## src/rtl/params_pkg.sv

```systemverilog
// Shared widths and record types for the EX/WB scheduling slice.
package params_pkg;

    localparam int DATA_WIDTH     = 32;
    localparam int ADDR_WIDTH     = 32;
    localparam int REGISTER_WIDTH = 5;
    localparam int EX_STAGES      = 5;

    // One multiplier pipeline slot: occupancy, destination and PC for debug.
    typedef struct packed {
        logic                      valid;
        logic [REGISTER_WIDTH-1:0] rd;
        logic [ADDR_WIDTH-1:0]     pc;
    } ex_stage_t;

    // A pending register-file write.
    typedef struct packed {
        logic [REGISTER_WIDTH-1:0] rd;
        logic [DATA_WIDTH-1:0]     data;
    } wb_req_t;

endpackage

```

## src/rtl/wb_skid_buf.sv

```systemverilog
// One-entry holding buffer for an ALU/load write that lost arbitration to EX5.
// A pop and a push in the same cycle replace the entry.
module wb_skid_buf
    import params_pkg::*;
(
    input  logic    clk_i,
    input  logic    rst_i,
    input  logic    push_i,
    input  wb_req_t push_req_i,
    input  logic    pop_i,
    output logic    full_o,
    output wb_req_t req_o
);

    logic    full_q, full_d;
    wb_req_t req_q, req_d;

    // Next entry state: pop clears, push (possibly on top of a pop) loads.
    always_comb begin
        full_d = full_q;
        req_d  = req_q;
        if (pop_i) begin
            full_d = 1'b0;
        end
        if (push_i) begin
            full_d = 1'b1;
            req_d  = push_req_i;
        end
    end

    // Entry register.
    always_ff @(posedge clk_i or negedge rst_i) begin
        if (!rst_i) begin
            full_q <= 1'b0;
            req_q  <= '0;
        end else begin
            full_q <= full_d;
            req_q  <= req_d;
        end
    end

    assign full_o = full_q;
    assign req_o  = req_q;

endmodule

```

## src/rtl/ex_wb_scheduler.sv

```systemverilog
// Tracks muls through the fixed-depth multiplier pipeline and arbitrates the
// single register-file write port: EX5 first, then the skid entry, then a live
// ALU/load request. The write port outputs are registered.
module ex_wb_scheduler
    import params_pkg::*;
#(
    parameter int DATA_WIDTH_P     = DATA_WIDTH,
    parameter int ADDR_WIDTH_P     = ADDR_WIDTH,
    parameter int REGISTER_WIDTH_P = REGISTER_WIDTH
) (
    input  logic                        clk_i,
    input  logic                        rst_i,
    input  logic                        freeze_i,
    input  logic                        ex_issue_valid_i,
    input  logic [REGISTER_WIDTH_P-1:0] ex_issue_rd_i,
    input  logic [ADDR_WIDTH_P-1:0]     ex_issue_pc_i,
    input  logic [DATA_WIDTH_P-1:0]     mul_result_i,
    input  logic                        alu_wb_valid_i,
    input  logic [REGISTER_WIDTH_P-1:0] alu_wb_rd_i,
    input  logic [DATA_WIDTH_P-1:0]     alu_wb_data_i,
    output logic                        alu_wb_ready_o,
    output logic [EX_STAGES-1:0]        ex_stage_en_o,
    output logic                        ex1_valid_o,
    output logic                        ex2_valid_o,
    output logic                        ex3_valid_o,
    output logic                        ex4_valid_o,
    output logic                        ex5_valid_o,
    output logic [REGISTER_WIDTH_P-1:0] ex1_wr_reg_o,
    output logic [REGISTER_WIDTH_P-1:0] ex2_wr_reg_o,
    output logic [REGISTER_WIDTH_P-1:0] ex3_wr_reg_o,
    output logic [REGISTER_WIDTH_P-1:0] ex4_wr_reg_o,
    output logic [REGISTER_WIDTH_P-1:0] ex5_wr_reg_o,
    output logic [ADDR_WIDTH_P-1:0]     ex5_pc_o,
    output logic                        wb_is_next_cycle_o,
    output logic                        wb_reg_wr_en_o,
    output logic [REGISTER_WIDTH_P-1:0] wb_wr_reg_o,
    output logic [DATA_WIDTH_P-1:0]     wb_data_to_reg_o
);

    ex_stage_t ex_q [EX_STAGES];
    ex_stage_t ex_d [EX_STAGES];

    logic                        wb_en_q,   wb_en_d;
    logic [REGISTER_WIDTH_P-1:0] wb_reg_q,  wb_reg_d;
    logic [DATA_WIDTH_P-1:0]     wb_data_q, wb_data_d;

    logic    ex5_v;
    logic    skid_full, skid_push, skid_pop;
    wb_req_t skid_req, alu_req;

    // Pipeline shift: no inter-stage stall, only freeze holds everything.
    // Idle slots carry zero rd/pc so decode never sees stale destinations.
    always_comb begin
        for (int i = 0; i < EX_STAGES; i++) begin
            ex_d[i] = ex_q[i];
        end
        if (!freeze_i) begin
            ex_d[0].valid = ex_issue_valid_i;
            ex_d[0].rd    = ex_issue_valid_i ? ex_issue_rd_i : '0;
            ex_d[0].pc    = ex_issue_valid_i ? ex_issue_pc_i : '0;
            for (int i = 1; i < EX_STAGES; i++) begin
                ex_d[i] = ex_q[i-1];
            end
        end
    end

    // Stage registers.
    always_ff @(posedge clk_i or negedge rst_i) begin
        if (!rst_i) begin
            for (int i = 0; i < EX_STAGES; i++) begin
                ex_q[i] <= '0;
            end
        end else begin
            for (int i = 0; i < EX_STAGES; i++) begin
                ex_q[i] <= ex_d[i];
            end
        end
    end

    // Datapath clock enables: a stage loads only when its feeder holds a mul.
    always_comb begin
        ex_stage_en_o[0] = !freeze_i && ex_issue_valid_i;
        for (int i = 1; i < EX_STAGES; i++) begin
            ex_stage_en_o[i] = !freeze_i && ex_q[i-1].valid;
        end
    end

    assign ex1_valid_o  = ex_q[0].valid;
    assign ex2_valid_o  = ex_q[1].valid;
    assign ex3_valid_o  = ex_q[2].valid;
    assign ex4_valid_o  = ex_q[3].valid;
    assign ex5_valid_o  = ex_q[4].valid;
    assign ex1_wr_reg_o = ex_q[0].rd;
    assign ex2_wr_reg_o = ex_q[1].rd;
    assign ex3_wr_reg_o = ex_q[2].rd;
    assign ex4_wr_reg_o = ex_q[3].rd;
    assign ex5_wr_reg_o = ex_q[4].rd;
    assign ex5_pc_o     = ex_q[4].pc;

    assign wb_is_next_cycle_o = ex_q[3].valid && !freeze_i;

    // Arbitration handshake: the ALU is turned away only when EX5 owns the
    // port and the skid slot is already taken, or when frozen.
    assign ex5_v          = ex_q[EX_STAGES-1].valid;
    assign alu_wb_ready_o = !freeze_i && (!ex5_v || !skid_full);
    assign skid_push      = alu_wb_valid_i && alu_wb_ready_o && (ex5_v || skid_full);
    assign skid_pop       = !freeze_i && !ex5_v && skid_full;
    assign alu_req        = '{rd: alu_wb_rd_i, data: alu_wb_data_i};

    wb_skid_buf u_skid (
        .clk_i      (clk_i),
        .rst_i      (rst_i),
        .push_i     (skid_push),
        .push_req_i (alu_req),
        .pop_i      (skid_pop),
        .full_o     (skid_full),
        .req_o      (skid_req)
    );

    // Write-port mux: EX5 > skid > live ALU; writes to x0 are consumed silently.
    always_comb begin
        wb_en_d   = 1'b0;
        wb_reg_d  = wb_reg_q;
        wb_data_d = wb_data_q;
        if (!freeze_i) begin
            if (ex5_v) begin
                wb_en_d   = |ex_q[EX_STAGES-1].rd;
                wb_reg_d  = ex_q[EX_STAGES-1].rd;
                wb_data_d = mul_result_i;
            end else if (skid_full) begin
                wb_en_d   = |skid_req.rd;
                wb_reg_d  = skid_req.rd;
                wb_data_d = skid_req.data;
            end else if (alu_wb_valid_i) begin
                wb_en_d   = |alu_wb_rd_i;
                wb_reg_d  = alu_wb_rd_i;
                wb_data_d = alu_wb_data_i;
            end
        end
    end

    // Registered write port.
    always_ff @(posedge clk_i or negedge rst_i) begin
        if (!rst_i) begin
            wb_en_q   <= 1'b0;
            wb_reg_q  <= '0;
            wb_data_q <= '0;
        end else begin
            wb_en_q   <= wb_en_d;
            wb_reg_q  <= wb_reg_d;
            wb_data_q <= wb_data_d;
        end
    end

    assign wb_reg_wr_en_o   = wb_en_q;
    assign wb_wr_reg_o      = wb_reg_q;
    assign wb_data_to_reg_o = wb_data_q;

    // Decode must stall issue while frozen.
    a_no_issue_in_freeze : assert property (@(posedge clk_i) disable iff (!rst_i)
        freeze_i |-> !ex_issue_valid_i);

    // A refused ALU request must be held unchanged.
    a_alu_hold : assert property (@(posedge clk_i) disable iff (!rst_i)
        (alu_wb_valid_i && !alu_wb_ready_o) |=>
            (alu_wb_valid_i && $stable(alu_wb_rd_i) && $stable(alu_wb_data_i)));

endmodule

```

## config.mk

```make
export PLATFORM = sky130hd
export DESIGN_NAME = ex_wb_scheduler
export DESIGN_NICKNAME = d
export VERILOG_FILES = /design/src/rtl/params_pkg.sv /design/src/rtl/wb_skid_buf.sv /design/src/rtl/ex_wb_scheduler.sv
export SDC_FILE = /design/constraint.sdc
export NUM_CORES = 1
export LEC_CHECK = 0
export ABC_AREA = 1
export CORE_UTILIZATION = 30
export CTS_BUF_LIST = sky130_fd_sc_hd__clkbuf_8
export CTS_CLUSTER_DIAMETER = 30
export CTS_CLUSTER_SIZE = 14
export DETAILED_ROUTE_END_ITERATION = 7
export DONT_BUFFER_PORTS = 1
export HOLD_SLACK_MARGIN = 0.03
export PLACE_DENSITY_LB_ADDON = 0.15
export SYNTH_ARGS = -nofsm -noshare
export SYNTH_HDL_FRONTEND = slang
export SYNTH_HIERARCHICAL = 1
export SYNTH_SLANG_ARGS = --single-unit
```

## constraint.sdc

```tcl
create_clock -name clk_i -period 2.9 [get_ports clk_i]
set_clock_uncertainty 0.15 [all_clocks]
set_input_delay 0.58 -clock clk_i [delete_from_list [all_inputs] [get_ports clk_i]]
set_output_delay 0.58 -clock clk_i [all_outputs]
set_load 0.01 [all_outputs]
```

[After elaboration in Yosys (flattened, before gate mapping)]
Index checks and enable logic that the tools add are counted.
Storage, ports and cells
  flip-flop bits (word level): 266
  input port bits: 111
  output and inout port bits: 107
  word-level logic and storage cells: 57
Operators by class
  multiplexer cells: 14
  bitwise logic cells: 1
  reductions and logical operators: 21
Operators with widths (number)
  32-bit two-way mux: 4
  5-bit two-way mux: 4
  5-bit OR reduction: 3
  1-bit logical AND: 10
  1-bit two-way mux: 6
  1-bit logical NOT: 3
  3-bit nonzero test: 1
  1-bit logical OR: 2
  2-bit AND reduction: 1
  2-bit nonzero test: 1
  1-bit NOT: 1

[Depth between registers and ports, before layout]
  depth after elaboration: 6
  gate-level depth with buffers: 10
  depth with buffers taken out: 6

[Cells and area by module]
The synthesis kept the hierarchy.
By module, submodules not included
  ex_wb_scheduler: instances 1, cells an instance 1246, area an instance 10068.4 um^2, sequential area each 5705.5 um^2
  wb_skid_buf: instances 1, cells an instance 161, area an instance 1473.9 um^2, sequential area each 950.9 um^2

[Least setup slack after synthesis]
No wires, ideal clock.
  path kind: input to output
  start point: in freeze_i
  end point: out ex_stage_en_o[4]
  arrival time: 1.298 ns
  data required time: 2.170 ns
  slack: 0.872 ns
  stages: 4
  buffers on the path: 3
  cells stage by stage: buf_2 buf_2 nor2_1 buf_4
On the way
  word-level cells in the longest chain between the ends: 2
RTL lines
  start, declared: RTL line ex_wb_scheduler.sv:13  | input logic freeze_i,
  1-bit logical NOT
  1-bit logical AND
  end, declared: RTL line ex_wb_scheduler.sv:22  | output logic [EX_STAGES-1:0] ex_stage_en_o,
No other way between the ends.

[Worst setup path after layout]
  start point: reg ex_q, in the netlist ex4_valid_o
  end point: out ex_stage_en_o[4]
On the way
  word-level cells in the longest chain between the ends: 1
RTL lines
  start, declared: RTL line ex_wb_scheduler.sv:40  | ex_stage_t ex_q [EX_STAGES];
  start signal, assigned by index: RTL line ex_wb_scheduler.sv:75  | ex_q[i] <= ex_d[i];
  1-bit logical AND
No other way between the ends.

==> impl_metrics.py <==
metrics = {
    "global_routing": {
        "first_global_vias": 9182,
        "grt_pass1_wl_mm": 49.0,
        "grtUsageTotal": 0.160,
        "grt_max_degree": 267,
        "overflow": 0,
        "antenna_found_initial": 1,
    },
    "run_status": {
        "status": "complete, but fails checks",
        "violations": "negative hold slack",
    },
    "clocking": {
        "clock_latency_ns": 0.62,
        "clk_pin_slew_ns": 0.04,
        "cts_resized": 0,
        "clockBufferDepth": 3,
        "cts_buffers": 84,
        "cts-root-buf": "clkbuf_8",
        "h-tree-depth": 3,
        "clock-sinks": 266,
        "post-cts-setup-buffers": 0,
        "cts-hold-fix-buffers": 130,
        "cts_tree": "yes",
    },
    "synthesis": {
        "syn_avg_cell_area_um2": 8.20,
        "yosys_warnings": 6,
        "synth_top_family_by_area": "simple AND/OR/NAND/NOR gates",
        "postSynthNetCount": 1518,
        "synth_compound_gate_area_share": 0.0684,
        "ys_types": 17,
        "synthMuxAreaShare": 0,
        "synth-simple-area-share": 0.230,
        "synth_adder_area_share": 0,
        "synth_cells": 1407,
        "synthXorXnorAreaFrac": 0,
        "ys_ff_latch": 266,
        "netlist_area_mm2": 0.0115,
        "ys_seq_area_frac": 0.577,
    },
    "critical_path": {
        "startpoint": "ex4_valid_o",
        "worst_ep_arrival_time_ns": 1.62,
        "crit_chain": "inv_1 -> nor2_1",
        "cp-start-kind": "flip-flop",
        "cp_top_family": "simple AND/OR/NAND/NOR gates",
        "slowest_stage": "nor2_1",
        "crit_buf_inv": 1,
        "r2r_start": "u_skid/full_o",
        "crit_required_ns": 2.17,
        "crit_fanout": 3,
        "crit_path_max_incr_delay_ns": 0.49,
        "worstSetupEndpointType": "output pin",
        "worstSetupPathType": "reg -> out",
    },
    "sta": {
        "timing.slew.headroom": 0.504,
        "post-route-min-period_ns": 2.35,
        "fin_crit_sh": 0.810,
        "hold_ws_ns": -0.478,
        "fmax_mhz": 426,
        "finalHoldViolCount": 266,
        "tightest_slew_ns": 0.743,
        "tns_ns": 0,
        "finalSetupViolCount": 0,
        "rsz0062_at_grt": "no",
        "drv_slew": 0,
    },
    "route": {
        "dr.pass1.iters": 4,
        "drc": 0,
        "vias": 8780,
        "drtIter0Drc": 359,
        "drt_wl_total_mm": 30.2,
        "vias_per_cell": 4.22,
        "ant_nets": 0,
        "wl_per_cell_um": 14.5,
    },
    "power": {
        "switching_power_uw": 4150,
        "power_frac_clock": 0.458,
        "p_int_uw": 9390,
        "swShare": 0.307,
        "vdd_drop_max_v": 0.000391,
        "pwr-share-seq": 0.389,
        "power.density_mw_per_mm2": 922,
        "leakage_uw": 0.00758,
        "combPwrFrac": 0.153,
    },
    "placement": {
        "dpl.cell_count": 1796,
        "gp_congestion": 0.726,
        "io_buffers": 0,
        "hpwlAfterDp_mm": 16.7,
    },
    "final_layout": {
        "fin_nets": 1612,
        "num_antenna_cells": 0,
        "final_common_cell": "nand2_1",
        "final_cell_mix": "nand2_1 (641), dfrtp_1 (265), inv_1 (174), o21ai_0 (149), dlygate4sd3_1 (129)",
        "layout-area-overhead-vs-synth_pct": 27.3,
        "stdcell_count": 2082,
        "drive_gt1_frac": 0.0993,
    },
    "floorplanning": {
        "die_area_mm2": 0.0393,
        "core_area_mm2": 0.0378,
        "dieHeight_um": 198,
        "chipWidth_um": 198,
        "start_util": 0.306,
        "io_pins": 218,
        "core.rowCount": 71,
    },
    "min_path": {
        "hold_class": "in -> async",
    },
    "job": {
        "max-cap-violations": 0,
    },
}
[worst reg2reg max path, stage by stage (launching register included)]
cell and delay [ns]:
dfrtp_1 0.39, nor2_1 0.26, nor3_2 0.10, inv_2 0.54
nand2_1 0.15, nand2_1 0.11
[final cells by class]
class,instances,area [um2]
clock buffers,96,1320
clock inverters,60,613
fillers,3936,23100
inverters,161,607
multi-input cells,849,3460
flip-flops and latches,266,6660
well taps,511,639
repair buffers,139,1400
[synth_stat cells]
library cell	number	share of area
o21ai_1	1	0.00043
nand2_1	641	0.21
o21ai_0	149	0.065
buf_1	3	0.00098
buf_2	36	0.016
buf_6	3	0.0029
dfrtp_1	266	0.58
nand3_1	38	0.016
nor2_1	13	0.0042
nor3_1	2	0.00087
inv_1	159	0.052
buf_4	65	0.042
o21bai_1	4	0.0026
buf_8	3	0.0039
inv_2	2	0.00065
a21oi_2	1	0.00076
clkbuf_1	21	0.0068
[power by group through the flow]
stage / Sequential (uW) / Combinational [uW] / Clock, uW
global placement: 5330 / 1860 / 0
detailed placement: 5330 / 1910 / 0
floorplan: 5090 / 1790 / 0
finish: 5270 / 2070 / 6200
CTS: 5290 / 2120 / 6410
global route: 5400 / 2480 / 6620
[path summary, 6_finish.rpt]
kind                            slack, ns             endpoint  cells after the start
worst max register to register       1.14     u_skid/req_o[29]                      5
worst min register to register       0.31         ex5_pc_o[14]                      2
min in group clk_i                   0.11       wb_wr_reg_o[2]                      6
worst min-delay path                -0.48  wb_data_to_reg_o[9]                      0
worst max-delay path                 0.55     ex_stage_en_o[4]                      2
max in group asynchronous            2.55       wb_wr_reg_o[3]                      0
[stage by stage]
stage	hold slack, ns	utilization	instance area, um2	power [uW]	setup WS (ns)
2_1_floorplan	0.134	-	11500	6880	0.872
3_3_place_gp	0.141	0.303	11400	7180	0.991
3_5_place_dp	0.140	0.303	11400	7240	0.931
4_1_cts	-0.547	0.389	14700	13800	0.456
5_1_grt	-0.540	0.389	14700	14500	0.383
6_report	-0.478	0.389	14700	13500	0.551
[logic make-up (layout without fill, tap and decap cells)]
family	Yosys count	after routing
and+or+nand+nor	694	694
buffers and inverters	292	456
DFF	266	266
AOI/OAI and AO/OA	155	155
[metal layers]
layer  vias up  share of wire  track usage
met3        68          0.083       0.0613
met2       242           0.44        0.247
li1       4410              -            -
met4         2          0.027       0.0758
met5         -        0.00043            0
met1      4058           0.45        0.195
[flip-flops by register name (all words and copies together) (netlist names), 5 cells and up]
| register | count |
|---|---|
| ex5_wr_reg_o | 5 |
| ex5_pc_o | 32 |
| wb_wr_reg_o | 5 |
| ex_q | 128 |
| ex1_wr_reg_o | 5 |
| ex2_wr_reg_o | 5 |
| wb_data_to_reg_o | 32 |
| ex4_wr_reg_o | 5 |
| ex3_wr_reg_o | 5 |
| u_skid/req_o | 37 |
(Power assumes the default switching activity.)
